--- src/rtl/up_down_count_scheduler_if.sv ---
// up_down_count_scheduler_if: job handshakes from two clients plus counter status outputs.
interface up_down_count_scheduler_if #(
    parameter int WIDTH = 4
);
    logic             req0_valid;
    logic [WIDTH-1:0] req0_target;
    logic             req0_ready;
    logic             req1_valid;
    logic [WIDTH-1:0] req1_target;
    logic             req1_ready;
    logic             abort;
    logic [WIDTH-1:0] counter;
    logic             up;
    logic             busy;
    logic             done;
    logic             done_id;
    modport master (
        output req0_valid, req0_target, req1_valid, req1_target, abort,
        input  req0_ready, req1_ready, counter, up, busy, done, done_id
    );
    modport slave (
        input  req0_valid, req0_target, req1_valid, req1_target, abort,
        output req0_ready, req1_ready, counter, up, busy, done, done_id
    );
endinterface

--- src/rtl/up_down_count_scheduler.sv ---
// up_down_count_scheduler: round-robin two-client scheduler stepping a shared up/down counter to job targets.
// Define WRAP_SHORTEST_EN to step along the shortest modular path instead of the direct unsigned one.
module up_down_count_scheduler #(
    parameter int WIDTH = 4
) (
    input logic                      clk,
    input logic                      rst_n,
    up_down_count_scheduler_if.slave bus
);
    localparam logic [1:0] IDLE = 2'd0;
    localparam logic [1:0] RUN  = 2'd1;
    localparam logic [1:0] DONE = 2'd2;
    logic [1:0]       state;
    logic [WIDTH-1:0] target;
    logic [WIDTH-1:0] pick;
    logic [WIDTH-1:0] step;
    logic             id;
    logic             last;
    logic             grant0;
    logic             grant1;
    logic             take0;
    logic             take1;
    logic             dir;
    // Ties go to whichever client was not granted last.
    assign grant0 = bus.req0_valid & (~bus.req1_valid | last);
    assign grant1 = bus.req1_valid & (~bus.req0_valid | ~last);
    assign bus.req0_ready = rst_n & (state == IDLE) & grant0 & ~bus.abort;
    assign bus.req1_ready = rst_n & (state == IDLE) & grant1 & ~bus.abort;
    assign take0 = bus.req0_ready & bus.req0_valid;
    assign take1 = bus.req1_ready & bus.req1_valid;
    assign pick = take1 ? bus.req1_target : bus.req0_target;
    assign step = bus.up ? bus.counter + 1'b1 : bus.counter - 1'b1;
    assign bus.busy = state != IDLE;
`ifdef WRAP_SHORTEST_EN
    localparam logic [WIDTH-1:0] HALF = {1'b1, {(WIDTH-1){1'b0}}};
    logic [WIDTH-1:0] d_up;
    assign d_up = pick - bus.counter;
    assign dir = d_up <= HALF;
`else
    assign dir = pick > bus.counter;
`endif
    always_ff @(posedge clk or negedge rst_n) begin
        if (!rst_n) begin
            state       <= IDLE;
            bus.counter <= '0;
            bus.up      <= 1'b1;
            bus.done    <= 1'b0;
            bus.done_id <= 1'b0;
            last        <= 1'b1;
            target      <= '0;
            id          <= 1'b0;
        end else begin
            bus.done <= 1'b0;
            case (state)
                IDLE: if (take0 | take1) begin
                    target <= pick;
                    id     <= take1;
                    last   <= take1;
                    bus.up <= dir;
                    state  <= (pick == bus.counter) ? DONE : RUN;
                    if (pick == bus.counter) begin
                        bus.done    <= 1'b1;
                        bus.done_id <= take1;
                    end
                end
                RUN: if (bus.abort) begin
                    state <= IDLE;
                end else begin
                    bus.counter <= step;
                    if (step == target) begin
                        state       <= DONE;
                        bus.done    <= 1'b1;
                        bus.done_id <= id;
                    end
                end
                default: state <= IDLE;
            endcase
        end
    end
endmodule

--- src/flat_wrapper.sv ---
// flat-port wrapper written by rule: the top's interface ports become plain ports
module up_down_count_scheduler_flat 
#(
    parameter int WIDTH = 4
)
  (clk, rst_n, bus_req0_valid, bus_req0_target, bus_req1_valid, bus_req1_target, bus_abort, bus_req0_ready, bus_req1_ready, bus_counter, bus_up, bus_busy, bus_done, bus_done_id);
  up_down_count_scheduler_if #(.WIDTH(WIDTH)) bus_i ();
  input logic clk;
  input logic rst_n;
  input wire logic [$bits(bus_i.req0_valid)-1:0] bus_req0_valid;
  input wire logic [$bits(bus_i.req0_target)-1:0] bus_req0_target;
  input wire logic [$bits(bus_i.req1_valid)-1:0] bus_req1_valid;
  input wire logic [$bits(bus_i.req1_target)-1:0] bus_req1_target;
  input wire logic [$bits(bus_i.abort)-1:0] bus_abort;
  output wire logic [$bits(bus_i.req0_ready)-1:0] bus_req0_ready;
  output wire logic [$bits(bus_i.req1_ready)-1:0] bus_req1_ready;
  output wire logic [$bits(bus_i.counter)-1:0] bus_counter;
  output wire logic [$bits(bus_i.up)-1:0] bus_up;
  output wire logic [$bits(bus_i.busy)-1:0] bus_busy;
  output wire logic [$bits(bus_i.done)-1:0] bus_done;
  output wire logic [$bits(bus_i.done_id)-1:0] bus_done_id;
  assign bus_i.req0_valid = bus_req0_valid;
  assign bus_i.req0_target = bus_req0_target;
  assign bus_i.req1_valid = bus_req1_valid;
  assign bus_i.req1_target = bus_req1_target;
  assign bus_i.abort = bus_abort;
  assign bus_req0_ready = bus_i.req0_ready;
  assign bus_req1_ready = bus_i.req1_ready;
  assign bus_counter = bus_i.counter;
  assign bus_up = bus_i.up;
  assign bus_busy = bus_i.busy;
  assign bus_done = bus_i.done;
  assign bus_done_id = bus_i.done_id;
  up_down_count_scheduler #(.WIDTH(WIDTH)) u_core (.clk(clk), .rst_n(rst_n), .bus(bus_i));
endmodule
--- config.mk ---
export PLATFORM = sky130hd
export DESIGN_NAME = up_down_count_scheduler_flat
export DESIGN_NICKNAME = d
export VERILOG_FILES = /design/src/rtl/up_down_count_scheduler_if.sv /design/src/rtl/up_down_count_scheduler.sv /design/src/flat_wrapper.sv
export SDC_FILE = /design/constraint.sdc
export NUM_CORES = 1
export LEC_CHECK = 0
export ABC_CLOCK_PERIOD_IN_PS = 7200
export CELL_PAD_IN_SITES_DETAIL_PLACEMENT = 0
export CELL_PAD_IN_SITES_GLOBAL_PLACEMENT = 1
export CORE_AREA = 2 2 40 69
export CTS_CLUSTER_DIAMETER = 80
export CTS_CLUSTER_SIZE = 20
export DETAILED_ROUTE_END_ITERATION = 7
export DIE_AREA = 0 0 42 71
export GPL_TIMING_DRIVEN = 0
export PLACE_DENSITY_LB_ADDON = 0.1
export SLEW_MARGIN = 25
export SYNTH_ARGS = -nofsm -noshare
export SYNTH_HDL_FRONTEND = slang
export SYNTH_SLANG_ARGS = --single-unit
--- constraint.sdc ---
create_clock -name clk -period 7.2 [get_ports clk]
set_clock_uncertainty 0.2 [all_clocks]
set_input_delay 1.8 -clock clk [delete_from_list [all_inputs] [get_ports clk]]
set_output_delay 1.8 -clock clk [all_outputs]
set_load 0.005 [all_outputs]
## Word level (Yosys, flattened, before mapping)

Cells that the tools add are included.
Widths: inputs -> output; s select.

| word-level totals | value |
|---|---|
| output and inout bits | 10 |
| register bits | 15 |
| logic and storage cells | 59 |

| operators by class | value |
|---|---|
| reductions and logical operators | 7 |
| bitwise logic cells | 16 |
| equal/unequal tests | 8 |
| $add $sub $neg | 2 |
| magnitude comparators | 1 |
| multiplexer cells | 17 |

Operators with widths:

| kind | number |
|---|---|
| $and 1x1->1 | 9 |
| $eq 4x4->1 | 2 |
| $mux 1 | 8 |
| $mux 2 | 4 |
| $mux 4 | 2 |
| $ne 2x2->1 const B | 3 |
| $reduce_and 2->1 | 3 |
| $reduce_and 5->1 | 1 |
| $add 4x1->4 const B | 1 |
| $gt 4x4->1 | 1 |
| $not 1->1 | 4 |
| $pmux 1 s2 | 2 |
| $pmux 2 s2 | 1 |
| $reduce_bool 2->1 | 2 |
| $sub 4x1->4 const B | 1 |
| $ne 3x2->1 const B | 1 |
| $or 1x1->1 | 3 |
| $eq 2x1->1 const B | 1 |
| $logic_not 2->1 | 1 |
| $ne 2x1->1 const B | 1 |

## Depth between registers and ports, before layout

Gate-level depths: netlist (run 1).

| depth | value |
|---|---|
| depth after elaboration | 11 |
| mapped depth | 10 |
| gate-level depth less buffers | 10 |

## Worst setup path after synthesis (run 1)

Ideal clock, no wire load.

| timing path | value |
|---|---|
| path kind | input-to-output |
| from | input bus_abort |
| to | output bus_req1_ready |
| data required time | 5200 ps |
| stages on the path | 3 |
| arrival time | 2295 ps |
| slack | 2905 ps |
| path through | nor3b_2 > nand3_2 > inv_1 |

| between the ends | value |
|---|---|
| word-level cells in the longest chain between the ends | 2 |

Ends and longest elaborated chain:

| element | RTL line | source |
|---|---|---|
| start, declared | flat_wrapper.sv:14 | `input wire logic [$bits(bus_i.abort)-1:0] bus_abort;` |
| $not 1->1 | up_down_count_scheduler.sv:28 | `assign bus.req1_ready = rst_n & (state == IDLE) & grant1 & ~bus.abort;` |
| $and 1x1->1 | up_down_count_scheduler.sv:28 |  |
| end, declared | flat_wrapper.sv:16 | `output wire logic [$bits(bus_i.req1_ready)-1:0] bus_req1_ready;` |

Every way passes these cells.

## Worst setup path in the final report (run 1)

| timing path | value |
|---|---|
| from | input rst_n |
| to | output bus_req1_ready |

| between the ends | value |
|---|---|
| word-level cells in the longest chain between the ends | 3 |

Ends and longest elaborated chain:

| element | RTL line | source |
|---|---|---|
| start, declared | flat_wrapper.sv:9 | `input logic rst_n;` |
| $and 1x1->1 (3 in series) | up_down_count_scheduler.sv:28 |  |

Every way passes these cells.

==> impl_metrics.py, run 1 <==
metrics = {
    "power": {
        "power_density_nw_per_um2": 437,
        "p_leak_nw": 0.533,
        "ir_worst_vdd_uv": 255,
    },
    "detailed_routing": {
        "ant_nets": 0,
        "vias_per_cell": 5.05,
        "drc_errors": 0,
        "vias": 687,
        "routedWlPerCell_um": 14.3,
        "drt_iter0_drc": 15,
        "drt_pass1_iterations": 4,
        "totalWireLength_um": 1950,
    },
    "synth": {
        "synth_cells": 84,
        "ys_types": 31,
        "yosysMostFrequentCell": "dfrtp_1",
        "ys_async_sr_fraction_pct": 100,
        "ys.flop_type": "dfrtp_1",
        "synth_edf_count": 0,
        "yosysTopAreaCell": "dfrtp_1",
        "synth_area_leaders": "dfrtp_1 36%, xnor2_1 8.8%, ha_1 8.4%",
        "synth_seq_cells": 15,
        "syn-cell-area_sq_um": 896,
        "yosysTopAreaCellShare_pct": 36.3,
        "synthTopCellsByCount": "13 x dfrtp_1, 10 x nand2_1, 9 x xnor2_1",
        "synthesis.nets": 104,
        "syn_area_per_cell_sq_um": 10.7,
        "ys_warn_count": 0,
        "ys_seq_area_share_pct": 42.2,
    },
    "sta": {
        "max_freq_mhz": 168,
        "rsz0062_at_grt": "no",
        "tns_ns": 0,
        "finalMaxSlewViolations": 0,
        "fin_crit_ns": 5.94,
        "worst-slew-pin-transition_ns": 0.710,
        "fin_crit_sh_pct": 82.5,
        "setup_ws_ns": 1.26,
        "maxSlewHeadroom_pct": 52.5,
        "timing.final.hold_violations": 0,
        "finalSetupViolCount": 0,
    },
    "grt": {
        "grt_pass1_vias": 727,
        "grt_use_total_pct": 15.5,
        "grt_pass1_wl_um": 3350,
        "grt_max_degree": 17,
        "antenna_found_initial": 0,
        "grt_overflow": 0,
    },
    "cts": {
        "cts_root_buf": "clkbuf_8",
        "clock_sinks": 15,
        "numCtsBuffers": 3,
        "clk_pin_slew_worst_paths_ns": 0.06,
        "postCtsHoldBufs": 0,
        "cts_resized": 0,
        "cts_setup_buffers": 0,
        "cts_tree": "built",
        "ctsHtreeMaxLevel": 1,
        "ctsLongestPathBuffers": 2,
        "insertion_delay_ns": 0.25,
    },
    "finish": {
        "num-fill-cells": 243,
        "final_util_pct": 49.1,
        "multi_input_area_sq_um": 487,
        "areaGrowthSynthToFinish_pct": 33.2,
        "finalNetCount": 131,
        "drive_gt1_share_pct": 15.5,
        "n_antenna_cell": 0,
        "seq_area_sq_um": 378,
    },
    "min_path": {
        "hp-class": "flop to flop",
        "hold_end": "u_core.last",
        "min_path_cells": 2,
        "hold_path.startpoint": "u_core.last",
    },
    "worst_setup_path": {
        "worstRegToRegCells": 8,
        "worstSetupEndpointType": "output port",
        "startpoint_type": "primary input",
        "arrival_ns": 3.94,
        "critical_path_required_ns": 5.20,
        "reg2reg_to": "u_core.bus.done_id",
        "regToRegSetupSlack_ns": 4.30,
        "worstPathMaxFanout": 16,
        "crit_type": "primary input to output port",
        "crit-reg2reg-launch": "u_core.state[0]",
    },
    "floorplan": {
        "initial_core_util_pct": 36.8,
        "fp.coreArea_sq_um": 2430,
        "rows": 24,
        "io_pins": 23,
        "die_area_sq_um": 2980,
        "die_width_um": 42,
        "die_y_um": 71,
    },
    "placed_design": {
        "dp_slack_ns": 1.20,
        "dp_hpwl_um": 1580,
        "portBuffers": 22,
        "gp_routability_congestion": 0.718,
    },
    "job": {
        "max-cap-violations": 0,
    },
    "outcome": {
        "status": "finished, final reports clean",
    },
}
-- worst max-delay path, stage by stage --
cell	delay, ns
clkdlybuf4s50_1	0.93
nor3b_2	0.36
nand3_2	0.24
inv_1	0.10
clkdlybuf4s50_1	0.50
-- per-layer routing --
metal  global-route usage [%]  part of all wire, %
met5                        0                    0
met4                     9.68                  2.1
met3                     3.06                  3.9
met2                     26.2                   59
met1                     17.4                   35
-- registers in the layout (all words and copies together) (netlist names) --
register and flops:
u_core.bus.counter 4, u_core.bus.done 1, u_core.bus.done_id 1, u_core.bus.up 1, u_core.id 1, u_core.last 1
u_core.state 2, u_core.target 4
-- stage by stage --
step                      hold WS, ns  instances  total power, mW  cell area, sq um
after CTS                       0.280        136            0.533              1190
after global placement          0.257        132            0.451              1150
final                           0.276        136            0.522              1190
after detailed placement        0.272        132            0.461              1150
after floorplan                 0.244         84            0.360               896
after global routing            0.285        136            0.575              1190
-- report_power, final --
group	total [mW]	switching, mW	internal [mW]
sequential	0.163	0.0362	0.126
clock	0.0669	0.0278	0.0392
combinational	0.292	0.136	0.156
total	0.522	0.200	0.322
-- logic make-up after synthesis --
group	after synthesis	synth area share, %
flops	15	42.2
fa+ha+maj	7	10.6
xor+xnor	10	9.78
compound gates	12	7.96
mux	8	9.92
buf+inv	8	3.49
simple gates	24	16.1
-- layout by cell type, fill, tap and decap left out, types with 2 or more instances in the layout --
cell type         n
a21oi_1           2
clkbuf_1          2
clkbuf_8          3
clkdlybuf4s50_1  22
dfrtp_1          13
dfstp_2           2
ha_1              6
inv_1             6
mux2_2            6
nand2_1          10
nand2b_1          2
o21ai_0           5
o21ai_1           2
or3b_1            2
xnor2_1           9
-- layout make-up --
cell class | instances | area share (%)
plain buffers | 2 | 0.734
clock buffers | 4 | 3.77
well taps | 26 | 2.73
inverters | 6 | 1.89
repair buffers | 22 | 18.4
multi-input cells | 61 | 40.8
flip-flops and latches | 15 | 31.7
-- worst max path at each step --
stage	startpoint	slack (ns)	cells past startpoint	end
floorplan	bus_abort	2.90	3	bus_req1_ready
global placement	rst_n	1.20	5	bus_req1_ready
CTS	rst_n	1.18	5	bus_req1_ready
finish	rst_n	1.26	5	bus_req1_ready
detailed placement	rst_n	1.20	5	bus_req1_ready
global route	rst_n	1.01	5	bus_req1_ready
(Power assumes the default switching activity.)
==> run 2, diff against run 1 <==
Settings changed: ABC_CLOCK_PERIOD_IN_PS 7200 to 5890, CORE_AREA 2 2 40 69 to 2 2 41 71, DIE_AREA 0 0 42 71 to 0 0 43 73.
Clock period 7.2 ns to 5.89 ns, I/O delays scaled along.
==> impl_metrics.py, run 2 (synthesis results as in run 1) <==
metrics = {
    "outcome": {
        "status": "finished, final reports clean",
    },
    "job": {
        "max-cap-violations": 0,
    },
    "detailed_routing": {
        "totalWireLength_um": 1960,
        "vias": 679,
        "ant_nets": 0,
        "routedWlPerCell_um": 14.3,
        "drt_iter0_drc": 8,
        "drt_pass1_iterations": 4,
        "drc_errors": 0,
        "vias_per_cell": 4.96,
    },
    "grt": {
        "grt_pass1_vias": 738,
        "grt_max_degree": 17,
        "grt_pass1_wl_um": 3390,
        "grt_use_total_pct": 14.8,
        "antenna_found_initial": 0,
        "grt_overflow": 0,
    },
    "cts": {
        "clock_sinks": 15,
        "clk_pin_slew_worst_paths_ns": 0.06,
        "insertion_delay_ns": 0.25,
        "ctsHtreeMaxLevel": 1,
        "numCtsBuffers": 3,
        "ctsLongestPathBuffers": 2,
        "cts_setup_buffers": 0,
        "cts_resized": 0,
        "cts_root_buf": "clkbuf_8",
        "cts_tree": "built",
        "postCtsHoldBufs": 0,
    },
    "finish": {
        "most-common-layout-cells": "22 x clkdlybuf4s50_1, 13 x dfrtp_1, 10 x nand2_1",
        "n_antenna_cell": 0,
        "top_regs": "u_core.bus.counter: 4 flops, u_core.target: 4 flops, u_core.state: 2 flops",
        "finalNetCount": 131,
        "areaGrowthSynthToFinish_pct": 33.4,
        "drive_gt1_share_pct": 15.5,
        "layout_commonest_cell": "clkdlybuf4s50_1",
        "fin_area_sq_um": 1190,
        "final_util_pct": 45.5,
        "num-fill-cells": 274,
    },
    "sta": {
        "tns_ns": 0,
        "maxSlewHeadroom_pct": 51.0,
        "max_freq_mhz": 190,
        "fin_crit_sh_pct": 89.4,
        "finalMaxSlewViolations": 0,
        "finalSetupViolCount": 0,
        "worst-slew-pin-transition_ns": 0.732,
        "fin_crit_ns": 5.27,
        "timing.final.hold_violations": 0,
        "setup_ws_ns": 0.623,
        "rsz0062_at_grt": "no",
    },
    "worst_setup_path": {
        "crit_type": "primary input to output port",
        "cp_common_cell": "clkdlybuf4s50_1",
        "worstSetupEndpointType": "output port",
        "critical-path-top-delay-family": "buffers and inverters",
        "worstRegToRegCells": 8,
        "crit-reg2reg-launch": "u_core.state[0]",
        "worstPathCellList": "clkdlybuf4s50_1 -> nor3b_2 -> nand3_2 -> inv_1 -> clkdlybuf4s50_1",
        "worstPathMaxFanout": 16,
        "arrival_ns": 3.59,
        "reg2reg_to": "u_core.bus.done_id",
        "startpoint_type": "primary input",
        "path_buf_inv": 3,
        "critical_path_required_ns": 4.22,
        "regToRegSetupSlack_ns": 3.02,
        "crit_path_top_delay_cell": "clkdlybuf4s50_1",
        "max_stage_delay_ns": 0.94,
    },
    "floorplan": {
        "fp.coreArea_sq_um": 2630,
        "die_y_um": 73,
        "io_pins": 23,
        "die_width_um": 43,
        "rows": 25,
        "die_area_sq_um": 3140,
        "initial_core_util_pct": 34.1,
    },
    "power": {
        "p_leak_nw": 0.533,
        "ir_worst_vdd_uv": 378,
        "power_density_nw_per_um2": 536,
    },
    "min_path": {
        "hold_end": "u_core.last",
        "hold_path.startpoint": "u_core.last",
        "hp-class": "flop to flop",
        "min_path_cells": 2,
    },
    "placed_design": {
        "dp_slack_ns": 0.511,
        "gp_routability_congestion": 0.768,
        "place_area_sq_um": 1150,
        "dp_hpwl_um": 1550,
        "portBuffers": 22,
    },
}
-- run 2: worst register-to-register path: stages, from the launching register on --
cell     delay [ns]
dfrtp_1        0.39
or2_2          0.33
nor3b_2        0.23
nand3_2        0.23
mux2_2         0.35
ha_1           0.31
nand4_1        0.16
o22ai_2        0.22
mux2_1         0.34
-- run 2: stage by stage --
| step | power [mW] | hold slack [ns] | instances |
|---|---|---|---|
| 2_1_floorplan | 0.440 | 0.244 | 84 |
| 3_3_place_gp | 0.557 | 0.257 | 133 |
| 3_5_place_dp | 0.563 | 0.263 | 133 |
| 4_1_cts | 0.653 | 0.272 | 137 |
| 5_1_grt | 0.705 | 0.296 | 137 |
| 6_report | 0.641 | 0.268 | 137 |
-- run 2: where the power goes --
part           total (mW)  switching, mW  leakage, nW  internal (mW)
logic               0.358          0.166        0.326          0.193
registers           0.197         0.0429        0.184          0.155
clock network      0.0851         0.0371       0.0228         0.0480
-- run 2: worst max-delay path by stage --
stage                     startpoint              to  slack [ns]  depth (start not counted)
after floorplan            bus_abort  bus_req1_ready        2.25                          3
after global placement         rst_n  bus_req1_ready        0.52                          5
after detailed placement       rst_n  bus_req1_ready        0.51                          5
after CTS                      rst_n  bus_req1_ready        0.52                          5
after global routing           rst_n  bus_req1_ready        0.34                          5
final                          rst_n  bus_req1_ready        0.62                          5
-- run 2: layout make-up --
cell class | instances | area, sq um | share of cell area, %
Buffer | 2 | 8.76 | 0.733
Clock buffer | 4 | 45.0 | 3.77
Inverter | 6 | 22.5 | 1.88
Multi-Input combinational cell | 61 | 487 | 40.7
Sequential cell | 15 | 378 | 31.6
Tap cell | 27 | 33.8 | 2.83
Timing Repair Buffer | 22 | 220 | 18.4
-- run 2: layer usage --
layer,global-route usage (%),vias to the layer above,share of wire [%]
met3,2.48,5,3.0
met4,9.09,0,3.0
li1,-,338,-
met1,16.2,323,38
met2,25.8,13,56
met5,0,-,0
